<file path="src/rtl/keypad_scan.sv">
// 4x4 matrix keypad scanner: column drive, row synchronizer, press/release debounce,
// key decode and an 8-bit saturating decimal entry with commit on '#'.
module keypad_scan #(
   parameter int SCAN_DIV = 100000,
   parameter int DEBOUNCE = 1000000
) (
   input  logic       clk,
   input  logic       reset,
   input  logic [3:0] row_in,
   output logic [3:0] col_out,
   output logic [3:0] key_code,
   output logic       key_valid,
   output logic       key_held,
   output logic [7:0] entry,
   output logic [7:0] value_out,
   output logic       value_load
);
   localparam int DW = $clog2(SCAN_DIV);
   localparam int CW = $clog2(DEBOUNCE);
   localparam logic [DW-1:0] DWELL_LAST = DW'(SCAN_DIV - 1);
   localparam logic [CW-1:0] DEB_LAST   = CW'(DEBOUNCE - 1);

   typedef enum logic [1:0] {ST_SCAN, ST_DEBOUNCE, ST_PRESSED, ST_RELEASE} state_t;

   state_t          state, state_n;
   logic [DW-1:0]   dwell, dwell_n;
   logic [CW-1:0]   deb_cnt, deb_cnt_n;
   logic [1:0]      col, col_n;
   logic [3:0]      cap_row, cap_row_n;
   logic [3:0]      row_sync_p0, row_s;
   logic [3:0]      key_code_n;
   logic            key_valid_n, key_held_n;

   function automatic logic single_low(input logic [3:0] r);
      case (r)
         4'b1110, 4'b1101, 4'b1011, 4'b0111: return 1'b1;
         default:                            return 1'b0;
      endcase
   endfunction

   function automatic logic [3:0] key_map(input logic [3:0] r, input logic [1:0] c);
      logic [1:0] ri;
      case (r)
         4'b1110: ri = 2'd0;
         4'b1101: ri = 2'd1;
         4'b1011: ri = 2'd2;
         default: ri = 2'd3;
      endcase
      case ({ri, c})
         4'd0:    return 4'd1;
         4'd1:    return 4'd2;
         4'd2:    return 4'd3;
         4'd3:    return 4'd10;
         4'd4:    return 4'd4;
         4'd5:    return 4'd5;
         4'd6:    return 4'd6;
         4'd7:    return 4'd11;
         4'd8:    return 4'd7;
         4'd9:    return 4'd8;
         4'd10:   return 4'd9;
         4'd11:   return 4'd12;
         4'd12:   return 4'd14;
         4'd13:   return 4'd0;
         4'd14:   return 4'd15;
         default: return 4'd13;
      endcase
   endfunction

   // Widened to 12 bits so 255*10+9 cannot wrap before the clamp.
   function automatic logic [7:0] sat_entry(input logic [7:0] e, input logic [3:0] d);
      logic [11:0] s;
      s = 12'(e) * 12'd10 + 12'(d);
      return (s > 12'd255) ? 8'd255 : s[7:0];
   endfunction

   always_comb begin
      state_n     = state;
      dwell_n     = dwell;
      deb_cnt_n   = deb_cnt;
      col_n       = col;
      cap_row_n   = cap_row;
      key_code_n  = key_code;
      key_valid_n = 1'b0;
      key_held_n  = key_held;
      case (state)
         ST_SCAN: begin
            if (dwell == DWELL_LAST) begin
               dwell_n = '0;
               if (single_low(row_s)) begin
                  cap_row_n = row_s;
                  deb_cnt_n = '0;
                  state_n   = ST_DEBOUNCE;
               end else begin
                  col_n = col + 2'd1;
               end
            end else begin
               dwell_n = dwell + 1'b1;
            end
         end
         ST_DEBOUNCE: begin
            if (row_s != cap_row) begin
               state_n = ST_SCAN;
               col_n   = col + 2'd1;
            end else if (deb_cnt == DEB_LAST) begin
               state_n     = ST_PRESSED;
               key_code_n  = key_map(cap_row, col);
               key_valid_n = 1'b1;
               key_held_n  = 1'b1;
            end else begin
               deb_cnt_n = deb_cnt + 1'b1;
            end
         end
         ST_PRESSED: begin
            if (row_s == 4'hF) begin
               state_n   = ST_RELEASE;
               deb_cnt_n = '0;
            end
         end
         ST_RELEASE: begin
            if (row_s != 4'hF) begin
               deb_cnt_n = '0;
            end else if (deb_cnt == DEB_LAST) begin
               state_n    = ST_SCAN;
               key_held_n = 1'b0;
               col_n      = col + 2'd1;
            end else begin
               deb_cnt_n = deb_cnt + 1'b1;
            end
         end
         default: state_n = ST_SCAN;
      endcase
   end

   // Stage boundary: row synchronizer and FSM/output registers.
   always_ff @(posedge clk) begin
      row_sync_p0 <= row_in;
      row_s       <= row_sync_p0;
      cap_row     <= cap_row_n;
      if (reset) begin
         state     <= ST_SCAN;
         dwell     <= '0;
         deb_cnt   <= '0;
         col       <= 2'd0;
         col_out   <= 4'b1110;
         key_code  <= 4'd0;
         key_valid <= 1'b0;
         key_held  <= 1'b0;
      end else begin
         state     <= state_n;
         dwell     <= dwell_n;
         deb_cnt   <= deb_cnt_n;
         col       <= col_n;
         col_out   <= ~(4'b0001 << col_n);
         key_code  <= key_code_n;
         key_valid <= key_valid_n;
         key_held  <= key_held_n;
      end
   end

   // Stage boundary: accumulator acts on the key_valid cycle.
   always_ff @(posedge clk) begin
      if (reset) begin
         entry      <= 8'd0;
         value_out  <= 8'd0;
         value_load <= 1'b0;
      end else begin
         value_load <= 1'b0;
         if (key_valid) begin
            if (key_code <= 4'd9) begin
               entry <= sat_entry(entry, key_code);
            end else if (key_code == 4'd14) begin
               entry <= 8'd0;
            end else if (key_code == 4'd15) begin
               value_out  <= entry;
               value_load <= 1'b1;
               entry      <= 8'd0;
            end
         end
      end
   end
endmodule

</file>
<file path="config.mk">
export PLATFORM = sky130hd
export DESIGN_NAME = keypad_scan
export DESIGN_NICKNAME = d
export VERILOG_FILES = /design/src/rtl/keypad_scan.sv
export SDC_FILE = /design/constraint.sdc
export NUM_CORES = 1
export LEC_CHECK = 0
export BUFFER_PORTS_ARGS = -buffer_cell sky130_fd_sc_hd__buf_2
export CAP_MARGIN = 20
export CORE_ASPECT_RATIO = 1.5
export CORE_MARGIN = 2
export CORE_UTILIZATION = 60
export DETAILED_ROUTE_END_ITERATION = 16
export HOLD_SLACK_MARGIN = 0.03
export PLACE_DENSITY = 0.8
export SLEW_MARGIN = 20
export SYNTH_ARGS = -nofsm -noshare
export SYNTH_HDL_FRONTEND = slang
export SYNTH_SLANG_ARGS = --single-unit
</file>
<file path="constraint.sdc">
create_clock -name clk -period 6.35 [get_ports clk]
set_clock_uncertainty 0.15 [all_clocks]
set_input_delay 0.9525 -clock clk [delete_from_list [all_inputs] [get_ports clk]]
set_output_delay 0.9525 -clock clk [all_outputs]
set_load 0.01 [all_outputs]
</file>
# Word level (Yosys, flattened, before mapping)
# Memories as Yosys holds them, arrays and structs flattened. A register that Yosys moved wholly into a read port is not among the register bits.
# Cells that the tools add are included.
# totals
n_memories	1
ff_bits	76
input_bits	6
rom_bits	64
# classes
n_eq_ne	25
magnitude_cmp	2
n_bitwise	6
mux	40
multipliers	1
reduce_logical	13
addsub	4
shifts	1
# mem_list
name	words	word_bits	rd	rd_ports_with_merged_regs	write_ports	line_no	source
(name not given)	16	4	1	1	0	49	case ({ri, c})
# op_table
op	count
$mux W20	6
$pmux W20 S4	1
$eq A4 B4 Y1 const B	9
$mux W8	4
$mux W2	15
$add A20 B1 Y20 const B	1
$eq A20 B20 Y1 const B	1
$add A17 B1 Y17 const B	1
$eq A17 B17 Y1 const B	1
$mux W17	1
$add A12 B4 Y12	1
$gt A12 B8 Y1 const B	1
$ne A2 B2 Y1 const B	6
$pmux W2 S3	2
$mul A8 B3 Y11 const B	1
$mux W1	9
$pmux W2 S4	1
$reduce_and A4 Y1	2
$reduce_or A4 Y1	2
$reduce_and A3 Y1	2
$reduce_and A6 Y1	1
$not A1 Y1	5
$reduce_and A5 Y1	1
$eq A2 B2 Y1 const B	2
other kinds (16)	16

# Logic depth before layout (Yosys ltp)
# Gate-level depths: netlist (run 1).
# depth
depth_word	10
mapped_depth	9

# Least setup slack after synthesis (run 1)
# OpenSTA, ideal clock, no wires.
# synth_path
path_type	flip-flop to flip-flop
startpoint	reg entry[1]
endpoint	reg entry[6]
required_ns	6.046
period_less_slack_ns	2.691
stages_incl_launch_ff	10
arrival_ns	2.387
path_slack_ns	3.659
setup_ns	0.154
cell_sequence	dfxtp_1 -> ha_1 -> ha_1 -> fa_1 -> a21o_1 -> a21oi_1 -> xnor2_1 -> nand2_1 -> mux2i_1 -> a221oi_1
# synth_between
elab_chain_cells	5
# synth_rtl
item	line_no	source
from (decl)	14	output logic [7:0] entry,
from (signal assigned)	170	entry <= sat_entry(entry, key_code);
$mul A8 B3 Y11 *	72	s = 12'(e) * 12'd10 + 12'(d);
$add A12 B4 Y12 *	72	
$gt A12 B8 Y1	73	return (s > 12'd255) ? 8'd255 : s[7:0];
$mux W8 *	73	
$mux W8 *	169	if (key_code <= 4'd9) begin
# Every way passes the cells marked *; elsewhere a longest branch is shown, timed or not.
# A chain may end at the register's enable or synchronous reset.

# Worst setup path in the final report (run 1)
# layout_path
startpoint	reg entry[1]
endpoint	reg entry[3]
# Same word-level chain as after synthesis.

==> impl_metrics.toml, run 1 <==
[clock_network]
cts_sinks = 80
cts_made_buffers = 9
clk_pin_slew_ns = 0.09
post_cts_buffers = 0
clk_latency_ns = 0.36
cts_htree_levels = 3
cts_buffer_depth = 2
cts_tree = "built"
cts-resized-gates = 0
hold_buffers = 0
cts-root-buf = "clkbuf_8"

[drt]
post_drt_wl_per_cell_microns = 15.37
drc_errors = 0
first_pass_iters = 4
drtAntennaViolNets = 0
vias_per_cell = 6.135
drtIter0Drc = 267
drt-total-wl_mm = 9.237
vias = 3687

[grt]
grt-ovfl-total = 0
grt_pass1_vias = 3628
grt_pass1_wl_mm = 15.65
grt_max_degree = 52
grt_antenna_before_repair = 0
grt.total_usage = 0.2485

[yosys]
avgSynthCellArea_sq_um = 8.801
synth_cell_types = 67
syn_area_sq_um = 4374
yosys.area.top_type = "dfxtp_1"
ys.flop_type = "dfxtp_1"
synth_fp_nets = 527
ys_warn_count = 0
syn-instance-count = 497
ys_top_cells_by_area = "dfxtp_1 (35%), ha_1 (6.3%), nor2_1 (5.2%)"
synth_async_sr_flop_share = 0
ys_seq_elements = 80
synth_edf_count = 4
ys_seq_area_frac = 0.3753
synth_top_area_share = 0.3478

[pwr]
vdd_ir_drop_max_v = 0.0001514
leakagePower_nw = 1.875
cellPowerDensity_nw_per_um2 = 202.4

[worst_setup_path]
arrival_ns = 3.00
cp-end-kind = "flip-flop"
r2r_start = "entry[1]$_SDFFE_PP0P_"
cpMostUsedCell = "ha_1"
cp_num_buf_inv = 0
rr_worst_depth = 9
cp-start-kind = "flip-flop"
path_max_fanout = 8
cp.required_ns = 6.39
r2r-end = "entry[3]$_SDFFE_PP0P_"
crit_path_cell_trace = "ha_1 > ha_1 > fa_1 > a21o_1 > a21oi_1 > xnor2_1 > nand2_1 > mux2i_1 > a221oi_1"
slowest_stage = "mux2i_1"
critPathKind = "flip-flop to flip-flop"
r2r_slack_ns = 3.39
cp_top_family = "adder cells"
cpPeakStageDelay_ns = 0.52

[finish]
fin_area_sq_um = 4732
final_layout_size_suffix_gt1_frac = 0.1209
num_antenna_cells = 0
nets = 546
area_delta_synth_final_pct = 8.181
post-route-util = 0.6635

[flow_run]
max_cap_viol_count = 0

[worst_hold_path]
hold_path_class = "flip-flop to flip-flop"
min_to = "row_s[1]$_DFF_P_"
hp-start = "row_sync_p0[1]$_DFF_P_"
hold_depth = 0

[sta]
fin_setup_tns_ns = 0
drv_slew = 0
worstMarginPinSlew_ns = 0.9272
slew_headroom = 0.3819
rsz0062_at_grt = "no"
hold_viol = 0
period_share = 0.4661
setup_viol = 0
fin_crit_ns = 2.960
hold_ws_ns = 0.1840
fmax_mhz = 337.9

[floorplanning]
die-height_microns = 108.6
fp.dieW_microns = 73.72
initial_core_util = 0.6133
rows = 38
die_area_sq_um = 8004
core_area_sq_um = 7132
top_level_ports = 33

[outcome]
status = "complete, no violations"

[placement]
port_buffers = 32
post-dp-hpwl_mm = 6.758
routabilityCongestion = 0.8821
dpl_cell_area_sq_um = 4504
## where the power goes
group | internal (mW) | switching (mW) | leakage [nW]
clock | 0.226 | 0.196 | 0.108
combinational | 0.00706 | 0.0149 | 1.12
sequential | 0.509 | 0.00496 | 0.652
total | 0.742 | 0.216 | 1.87
## metal layers
layer	vias up	track usage	wire length, microns
met5	-	0	0
met4	0	0.1130	188
met3	16	0.05871	292
met2	83	0.4439	5030
met1	1740	0.2702	3725
li1	1848	-	-
## state kept, by name (all words and copies together) (netlist names), named ones only
signal       cells
key_valid        1
cap_row          4
key_code         4
state            1
dwell           17
key_held         1
value_out        8
row_s            4
entry            8
deb_cnt         20
value_load       1
col_out          4
row_sync_p0      4
col              2
## kinds of logic (layout without fill, tap and decap cells)
group | count (synthesis) | in the layout | synth area share
XOR/XNOR | 35 | 35 | 0.07008
adder cells (fa/ha/maj) | 24 | 24 | 0.07208
buffers and inverters | 41 | 65 | 0.04519
flip-flops | 80 | 80 | 0.3753
AND/OR/NAND/NOR | 207 | 207 | 0.2463
AO/OA/AOI/OAI | 92 | 92 | 0.1496
multiplexers | 18 | 18 | 0.04148
## final cells by class
cell class                 instances  area (sq um)
inverter                          16         60.06
clock buffer                       9         123.9
clock inverter                     7         103.9
timing repair buffer              33         167.7
multi-input combinational        376          2535
fill                             590          2400
tap                               80         100.1
sequential                        80          1642
## worst max-delay path by stage
stage / slack (ns) / cells after the start / startpoint / endpoint
finish: 3.39 / 9 / entry[1]$_SDFFE_PP0P_ / entry[3]$_SDFFE_PP0P_
global route: 3.15 / 6 / dwell[5]$_SDFFE_PP0P_ / key_held$_SDFFE_PP0P_
CTS: 3.40 / 9 / entry[1]$_SDFFE_PP0P_ / entry[3]$_SDFFE_PP0P_
detailed placement: 3.41 / 9 / entry[1]$_SDFFE_PP0P_ / entry[3]$_SDFFE_PP0P_
global placement: 3.47 / 9 / entry[1]$_SDFFE_PP0P_ / entry[6]$_SDFFE_PP0P_
floorplan: 3.66 / 9 / entry[1]$_SDFFE_PP0P_ / entry[6]$_SDFFE_PP0P_
## layout by cell type (no fill, tap or decap), types with 4 or more instances in the layout
master     n
a211oi_1   7
a21oi_1   22
a221oi_1   9
a22oi_1    4
a31oi_1    4
and3_1     5
buf_2     32
clkbuf_8   9
dfxtp_1   76
edfxtp_1   4
ha_1      22
inv_1     16
mux2i_1   17
nand2_1   42
nand3_1   17
nand4_1   10
nor2_1    61
nor2b_1    5
nor3_1    12
nor4_1    12
nor4b_1    8
o21ai_0   16
or3_1      5
or4_1      5
xnor2_1   19
xor2_1    16
## synth_stat cells (all sizes together) (3+ instances only)
| cell | number |
|---|---|
| or4 | 5 |
| dfxtp | 76 |
| nor4b | 8 |
| ha | 22 |
| mux2i | 17 |
| and2 | 3 |
| a21o | 3 |
| xnor2 | 19 |
| nand3 | 17 |
| nand2 | 42 |
| nor2b | 5 |
| o21ai | 18 |
| nor4 | 13 |
| and3 | 6 |
| xor2 | 16 |
| nand4 | 10 |
| buf | 10 |
| a22oi | 4 |
| o31ai | 3 |
| edfxtp | 4 |
| nor3 | 12 |
| a221oi | 9 |
| a211oi | 7 |
| a21oi | 22 |
| nor3b | 3 |
| clkbuf | 14 |
| and4 | 4 |
| inv | 16 |
| nand2b | 3 |
| a31oi | 4 |
| nor2 | 62 |
| or3 | 5 |
## stage by stage
stage,instances,setup slack [ns],total power [mW]
2_1_floorplan,497,3.659,0.5432
3_3_place_gp,585,3.466,0.5471
3_5_place_dp,585,3.408,0.5484
4_1_cts,601,3.396,0.9677
5_1_grt,601,3.146,0.9990
6_report,601,3.390,0.9579
Power figures use the tool's default switching activity.
==> run 2, diff against run 1 <==
- ABC_AREA: default -> 1
- clock period: 6.35 -> 3.1 ns (I/O delays scaled with it)
==> run 2 against run 1 <==
- cell count is 27% higher
- hold slack worse by 0.12 ns
- flip-flop and latch count stayed put
- routed wire length is 6.3% higher
- synthesized cell count is 25% higher
- critical endpoint unchanged
- largest cell class unchanged
- global-route usage is 2.0 points higher
- fmax is 6.4% higher
- first-iteration DRC count is 30% lower
- clock power is 90% higher
==> impl_metrics.toml, run 2 <==
[yosys]
ys.flop_type = "dfxtp_1"
syn-instance-count = 619
yosys.area.top_type = "dfxtp_1"
avgSynthCellArea_sq_um = 7.129
synth_top_area_share = 0.3448
synth.most_common_cell = "nand2_1"
ys_top_cells_by_area = "dfxtp_1 (34%), nand2_1 (11%), nor2_1 (8.0%)"
ys_seq_elements = 80
ys_warn_count = 0
yosys-top-cells-count = "nand2_1 (133), nor2_1 (94), dfxtp_1 (76)"
synth_cell_types = 39
synth_async_sr_flop_share = 0
syn_area_sq_um = 4413
ys_seq_area_frac = 0.3720
synth_fp_nets = 649
synth_edf_count = 4

[flow_run]
max_cap_viol_count = 0

[sta]
rsz0062_at_grt = "no"
worst_slack_ns = 0.3180
period_share = 0.8974
worstMarginPinSlew_ns = 0.6065
hold_viol = 0
fin_setup_tns_ns = 0
drv_slew = 0
fmax_mhz = 359.5
fin_crit_ns = 2.782
setup_viol = 0
slew_headroom = 0.5926

[finish]
final_cell_mix = "nand2_1 (133), nor2_1 (94), dfxtp_1 (76)"
top_regs = "deb_cnt (20), dwell (17)"
nets = 686
num_antenna_cells = 0
fin_area_sq_um = 4893
final_layout_size_suffix_gt1_frac = 0.1301
largest-register = "deb_cnt"
largest_reg_flops = 20
final_common_cell = "nand2_1"
area_delta_synth_final_pct = 10.89
fin_cells = 761

[placement]
dpl.cell_count = 745
post-dp-hpwl_mm = 7.329
place_ws_ns = 0.2820
routabilityCongestion = 0.9309
port_buffers = 32
dpl_cell_area_sq_um = 4676

[worst_setup_path]
rr_worst_depth = 13
cp-end-kind = "flip-flop"
r2r-end = "entry[3]$_SDFFE_PP0P_"
r2r_slack_ns = 0.32
cpPeakStageDelay_ns = 0.46
path_max_fanout = 8
startpoint = "entry[1]$_SDFFE_PP0P_"
arrival_ns = 2.86
r2r_start = "entry[1]$_SDFFE_PP0P_"
cp.depth = 13
slowest_stage = "dfxtp_1"
cp_top_family = "simple AND/OR/NAND/NOR gates"
cpMostUsedCell = "nand2_1"
endpoint = "entry[3]$_SDFFE_PP0P_"
cp.required_ns = 3.18
cp_num_buf_inv = 1
cp-start-kind = "flip-flop"
crit_path_cell_trace = "ha_1 > ha_1 > fa_1 > nand2_1 > inv_1 > nor2_1 > nand2_1 > nor2_1 > nand3_1 > nand2_1 > nand4_1 > nand2_1 > a21oi_1"
critPathKind = "flip-flop to flip-flop"

[worst_hold_path]
hold_path_class = "input pin to flip-flop"

[pwr]
power_mw = 1.898
vdd_ir_drop_max_v = 0.0003894
leakagePower_nw = 2.159
cellPowerDensity_nw_per_um2 = 388.0

[clock_network]
cts-root-buf = "clkbuf_8"
post_cts_buffers = 0
clk_pin_slew_ns = 0.08
cts-resized-gates = 0
hold_buffers = 0
cts_buffer_depth = 2
cts_htree_levels = 3
cts_sinks = 80
clk_latency_ns = 0.35
cts_tree = "built"
cts_made_buffers = 9

[floorplanning]
die-height_microns = 109.0
fp.dieW_microns = 74.03
rows = 38
top_level_ports = 33
initial_core_util = 0.6147
die_area_sq_um = 8071
core_area_sq_um = 7179

[drt]
vias_per_cell = 5.448
drtAntennaViolNets = 0
drt-total-wl_mm = 9.819
drc_errors = 0
first_pass_iters = 4
post_drt_wl_per_cell_microns = 12.90
vias = 4146
drtIter0Drc = 186

[grt]
grt-ovfl-total = 0
grt_antenna_before_repair = 0
grt.total_usage = 0.2682
grt_pass1_wl_mm = 17.09
grt_max_degree = 31
grt_pass1_vias = 4080

[outcome]
status = "complete, no violations"
-- run 2: final cells by class --
| cell class | count | area (sq um) |
|---|---|---|
| clock buffers | 11 | 151.4 |
| well taps | 100 | 125.1 |
| clock inverters | 5 | 62.56 |
| repair buffers | 37 | 197.7 |
| inverters | 73 | 276.5 |
| multi-input cells | 455 | 2439 |
| flip-flops and latches | 80 | 1642 |
| fillers | 621 | 2286 |
-- run 2: power by group --
| group | switching (mW) | internal (mW) | total [mW] |
|---|---|---|---|
| logic | 0.0300 | 0.0150 | 0.0450 |
| clock network | 0.382 | 0.421 | 0.803 |
| registers | 0.00695 | 1.04 | 1.05 |
-- run 2: kinds of logic after synthesis --
group / after synthesis / share of synthesized area
AOI/OAI and AO/OA: 81 / 0.1004
xor gates and xnor gates: 21 / 0.04168
adders and majority gates: 24 / 0.07145
buffers and inverters: 84 / 0.07627
DFF: 80 / 0.3720
and+or+nand+nor: 329 / 0.3383
-- run 2: per-layer routing --
metal  track usage  share of wire  vias up
li1              -              -     2087
met1        0.2764           0.39     1929
met2        0.5057           0.54      106
met3       0.05638          0.041       24
met4        0.1143          0.025        0
met5             0              0        -
-- run 2: worst min path at each step --
stage	startpoint	end	slack [ns]	cells after the start
finish	row_in[0]	row_sync_p0[0]$_DFF_P_	0.06	1
global placement	row_sync_p0[3]$_DFF_P_	row_s[3]$_DFF_P_	0.16	0
floorplan	row_sync_p0[0]$_DFF_P_	row_s[0]$_DFF_P_	0.16	0
detailed placement	row_sync_p0[3]$_DFF_P_	row_s[3]$_DFF_P_	0.16	0
global route	row_in[3]	row_sync_p0[3]$_DFF_P_	0.04	1
CTS	row_in[3]	row_sync_p0[3]$_DFF_P_	0.05	1
-- run 2: metrics by stage --
stage                       util  hold WS (ns)
after floorplan                -        0.1596
after global placement    0.6513        0.1603
after detailed placement  0.6513        0.1638
after CTS                 0.6811       0.04542
after global routing      0.6816       0.04173
final                     0.6816       0.06035
